$ cat src/rtl/instr_fetch.sv
// Instruction fetch stage: owns the PC, issues word reads to instruction memory
// and holds the fetched word for the control path until it is consumed.
module instr_fetch #(
   parameter logic [31:0] RESET_PC  = 32'h0000_0000,
   parameter logic [31:0] MEM_LIMIT = 32'h0001_0000
) (
   input  logic        clk,
   input  logic        reset,
   input  logic        pc_inc,
   input  logic        pc_load,
   input  logic [31:0] pc_target,
   output logic        mem_req,
   output logic [31:0] mem_addr,
   input  logic [31:0] mem_rdata,
   input  logic        mem_ready,
   input  logic        mem_fault,
   output logic [31:0] instruction,
   output logic        wait_instr,
   output logic        instr_segv,
   output logic [31:0] pc
);

   typedef enum logic [1:0] {
      RESET_HOLD = 2'd0,
      FETCH      = 2'd1,
      VALID      = 2'd2,
      FAULT      = 2'd3
   } state_t;

   state_t      state_q, state_d;
   logic [31:0] pc_q, pc_d;
   logic [31:0] instr_q, instr_d;
   logic        segv_q, segv_d;
   logic        addr_ok;

   assign addr_ok = (pc_q[1:0] == 2'b00) && (pc_q < MEM_LIMIT);

   // NOTE: every always_comb output gets a default first so no path can infer a latch.
   always_comb begin
      state_d = state_q;
      pc_d    = pc_q;
      instr_d = instr_q;
      mem_req = 1'b0;

      unique case (state_q)
         RESET_HOLD: state_d = FETCH;

         FETCH: begin
            mem_req = addr_ok;
            if (pc_load) begin
               // Redirect abandons the read; RESET_HOLD doubles as the one-cycle request gap.
               pc_d    = pc_target;
               state_d = RESET_HOLD;
            end else if (!addr_ok || mem_fault) begin
               state_d = FAULT;
            end else if (mem_ready) begin
               instr_d = mem_rdata;
               state_d = VALID;
            end
         end

         VALID: begin
            if (pc_load) begin
               pc_d    = pc_target;
               state_d = FETCH;
            end else if (pc_inc) begin
               pc_d    = pc_q + 32'd4;
               state_d = FETCH;
            end
         end

         FAULT: begin
            if (pc_load) begin
               pc_d    = pc_target;
               state_d = FETCH;
            end
         end

         default: state_d = RESET_HOLD;
      endcase

      segv_d = (state_d == FAULT);
   end

   // NOTE: sequential state uses non-blocking assignments so all flops update together.
   always_ff @(posedge clk) begin
      if (reset) begin
         state_q <= RESET_HOLD;
         pc_q    <= RESET_PC;
         instr_q <= 32'h0000_0000;
         segv_q  <= 1'b0;
      end else begin
         state_q <= state_d;
         pc_q    <= pc_d;
         instr_q <= instr_d;
         segv_q  <= segv_d;
      end
   end

   assign mem_addr    = pc_q;
   assign pc          = pc_q;
   assign instruction = instr_q;
   assign wait_instr  = (state_q != VALID);
   assign instr_segv  = segv_q;

endmodule

$ cat config.mk
export PLATFORM = sky130hd
export DESIGN_NAME = instr_fetch
export DESIGN_NICKNAME = d
export VERILOG_FILES = /design/src/rtl/instr_fetch.sv
export SDC_FILE = /design/constraint.sdc
export NUM_CORES = 1
export LEC_CHECK = 0
export ABC_AREA = 1
export CELL_PAD_IN_SITES_DETAIL_PLACEMENT = 1
export CELL_PAD_IN_SITES_GLOBAL_PLACEMENT = 1
export CORE_AREA = 8 8 129 131
export DETAILED_ROUTE_END_ITERATION = 16
export DIE_AREA = 0 0 137 139
export GPL_TIMING_DRIVEN = 0
export HOLD_SLACK_MARGIN = 0.08
export PLACE_DENSITY = 0.79
export RECOVER_POWER = 25
export SETUP_SLACK_MARGIN = 0.3
export SYNTH_ARGS = -nofsm -noshare
export SYNTH_HDL_FRONTEND = slang
export SYNTH_SLANG_ARGS = --single-unit
$ cat constraint.sdc
create_clock -name clk -period 1.7 [get_ports clk]
set_input_delay 0.34 -clock clk [delete_from_list [all_inputs] [get_ports clk]]
set_output_delay 0.34 -clock clk [all_outputs]
set_load 0.01 [all_outputs]
==> impl_metrics.sql <==
INSERT INTO impl_metrics (metric_group, metric, value, unit) VALUES
('pwr', 'static_leak', '3.814', 'nW'),
('timing', 'hold_violations', '0', ''),
('critical_path', 'crit_path_start_kind', 'register', ''),
('floorplan', 'std_cell_rows', '45', ''),
('timing', 'final-max-slew-violation-count', '0', ''),
('layout', 'synthToLayoutAreaGrowth', '105.7', '%'),
('worst_hold_path', 'min_from', 'instruction[25]', ''),
('synthesis', 'ffs_latches_synth', '67', ''),
('synthesis', 'synth.lib_cells_used.distinct', '27', ''),
('detailed_routing', 'drt_drc_violations_left', '0', ''),
('critical_path', 'timing.setup.critical_path_class', 'reg2out', ''),
('pwr', 'powerDensity', '674.0', 'mW/mm²'),
('critical_path', 'cpPeakStageDelay', '0.37', 'ns'),
('critical_path', 'cp.buffers_inverters', '2', ''),
('detailed_routing', 'num_vias', '5912', ''),
('global_route', 'grt_max_degree', '13', ''),
('synthesis', 'synthMostInstantiatedCell', 'sky130_fd_sc_hd__nand2_1', ''),
('synthesis', 'synth-main-ff-cell', 'sky130_fd_sc_hd__dfxtp_1', ''),
('critical_path', 'slowest_stage', 'sky130_fd_sc_hd__dfxtp_4', ''),
('status', 'failed_checks', 'setup timing', ''),
('floorplan', 'design.portCount', '169', ''),
('global_route', 'globalRouteTotalUtil', '0.2103', ''),
('critical_path', 'worst_ep_required_time', '1.36', 'ns'),
('cts', 'cts_max_path_buffers', '2', ''),
('synthesis', 'ys_async_sr_fraction', '0', ''),
('global_route', 'grt_antenna_before_repair', '0', ''),
('cts', 'cts_htree_levels', '3', ''),
('synthesis', 'post_synth_net_total', '763', ''),
('placement', 'place.gp.congestion', '0.8880', ''),
('cts', 'cts-buffers-inserted', '9', ''),
('synthesis', 'synth.avg_cell_area', '5.943', 'µm²'),
('floorplan', 'die_boundary_width', '137', 'µm'),
('layout', 'final_layout_size_suffix_gt1_frac', '0.4663', ''),
('cts', 'worstSkewPairLatency', '0.35', 'ns'),
('placement', 'port-buffer-count', '168', ''),
('timing', 'timing.max_slew.rel_slack', '0.6083', ''),
('timing', 'maxClockFrequency', '545.6', 'MHz'),
('timing', 'whs', '0.5122', 'ns'),
('synthesis', 'synth_sequential_area_ratio', '0.3261', ''),
('detailed_routing', 'antenna_left', '0', ''),
('global_route', 'grt_total_ovfl', '0', ''),
('floorplan', 'initial_core_util', '0.2788', ''),
('detailed_routing', 'totalWireLength', '25190', 'µm'),
('timing', 'setup_viol_count_final', '13', ''),
('floorplan', 'core-area', '0.01475', 'mm²'),
('layout', 'finish.cell_count_without_fillers', '1166', ''),
('worst_hold_path', 'worstHoldPathType', 'reg2reg', ''),
('synthesis', 'synth_area_leader_cell', 'sky130_fd_sc_hd__dfxtp_1', ''),
('global_route', 'grt_pass1_wl', '31540', 'µm'),
('critical_path', 'critical_path_cell_count', '5', ''),
('status', 'outcome', 'complete, but fails checks', ''),
('timing', 'period_minus_slack', '1.833', 'ns'),
('critical_path', 'critPathTopFamily', 'simple AND/OR/NAND/NOR gates', ''),
('synthesis', 'number_of_synthesized_flops_with_an_enable_pin', '0', ''),
('synthesis', 'ys_warn_count', '0', ''),
('critical_path', 'r2r_start', 'mem_addr[11]', ''),
('detailed_routing', 'drt_iter0_drc', '280', ''),
('cts', 'clk_transition_reported_paths', '0.06', 'ns'),
('cts', 'clock_tree_root_buffer_cell', 'sky130_fd_sc_hd__clkbuf_16', ''),
('critical_path', 'worstPathArrival', '1.49', 'ns'),
('layout', 'layout.filler_cells', '1803', ''),
('placement', 'detailedPlacementHpwl', '12990', 'µm'),
('synthesis', 'netlist_top_cells_area', 'sky130_fd_sc_hd__dfxtp_1, sky130_fd_sc_hd__nand2_1, sky130_fd_sc_hd__nor2_1', ''),
('timing', 'fin_ws', '-0.1328', 'ns'),
('synthesis', 'post_synth_instance_area', '0.004113', 'mm²'),
('synthesis', 'synth.top_cell.area_share', '0.3261', ''),
('critical_path', 'crit_chain', 'inv_2 > nand4_1 > nor2_4 > and3_4 > buf_6', ''),
('floorplan', 'die_height', '139', 'µm'),
('timing', 'grt_setup_unrepaired', 'true', ''),
('critical_path', 'worst_r2r_path_depth', '9', ''),
('worst_hold_path', 'cell_depth_of_the_worst_hold_path', '4', '');
==> cell families after synthesis <==
| logic type | after synthesis | synth area share |
|---|---|---|
| xor gates and xnor gates | 1 | 0.002130 |
| buffers and inverters | 131 | 0.1606 |
| DFF | 67 | 0.3261 |
| AOI/OAI and AO/OA | 68 | 0.08975 |
| and+or+nand+nor | 424 | 0.4183 |
| adders and majority gates | 1 | 0.003042 |
==> cell usage in the layout (no fill, tap or decap), drive strengths merged, types with 23 or more instances in the layout <==
| cell | netlist | final |
|---|---|---|
| nand2 | 225 | 225 |
| buf | 52 | 181 |
| nor2 | 156 | 156 |
| inv | 74 | 74 |
| clkdlybuf4s50 | 0 | 67 |
| dfxtp | 67 | 67 |
| dlygate4sd2 | 0 | 48 |
| a21oi | 35 | 35 |
| nand3 | 29 | 29 |
| clkbuf | 5 | 29 |
| o21ai | 23 | 23 |
==> through the flow <==
stage	util	setup slack [ns]	TNS [ns]	area, µm²	power (mW)
CTS	0.4996	-0.02681	-0.05122	7370	5.226
global route	0.5735	-0.1992	-5.201	8461	5.897
global placement	0.4097	-0.4781	-22.02	6043	3.020
detailed placement	0.4097	-0.4816	-22.55	6043	3.039
finish	0.5735	-0.1328	-0.5825	8461	5.702
floorplan	-	0.2967	0	4126	2.375
==> layout make-up <==
type	instances	area [µm²]	area share
clock buffer	9	225.2	0.02662
timing repair buffer	269	2532	0.2993
tap	188	235.2	0.02780
clock inverter	6	67.56	0.007986
multi-input combinational	496	3097	0.3660
buffer	57	529.3	0.06256
sequential	67	1466	0.1733
inverter	74	307.8	0.03638
==> flip-flops by register name, indices dropped and copies added (netlist names) <==
register     count
mem_addr        32
state_q          2
instr_segv       1
instruction     32
==> power breakdown <==
group / switching [mW] / internal [mW] / total (mW)
combinational: 0.988 / 0.973 / 1.96
sequential: 0.141 / 1.66 / 1.80
clock: 0.810 / 1.13 / 1.94
total: 1.94 / 3.76 / 5.70
==> worst reg2reg max path, stage by stage (launching register included) <==
cell and delay [ns]:
sky130_fd_sc_hd__dfxtp_4 0.40, sky130_fd_sc_hd__nand2_1 0.14, sky130_fd_sc_hd__nor2_2 0.30, sky130_fd_sc_hd__inv_1 0.14
sky130_fd_sc_hd__nor2_4 0.23, sky130_fd_sc_hd__nand3b_1 0.13, sky130_fd_sc_hd__nand2_1 0.10, sky130_fd_sc_hd__nand2_1 0.08
sky130_fd_sc_hd__nand2_1 0.09, sky130_fd_sc_hd__a21oi_2 0.07
==> path summary, 6_finish.rpt <==
| path | slack [ns] | end |
|---|---|---|
| worst max-delay path | -0.13 | mem_req |
| worst min-delay path | 0.51 | instruction[25] |
| worst max register to register | -0.09 | mem_addr[20] |
| worst min register to register | 0.51 | instruction[25] |
==> repair_timing <==
action	4_1_cts	5_1_grt
setup buffers	51	43
cloned	8	1
setup endpoints to repair	164	90
gates resized for setup	400	301
hold buffers	0	0
pin swaps	48	90
==> layer usage <==
metal,global-route usage,up-vias,share of wire
met5,0,-,0
met4,0.09783,0,0.048
met3,0.04601,92,0.068
met2,0.3538,300,0.48
met1,0.2465,2839,0.40
li1,-,2681,-
No activity file was read; power rests on OpenSTA's default activity.
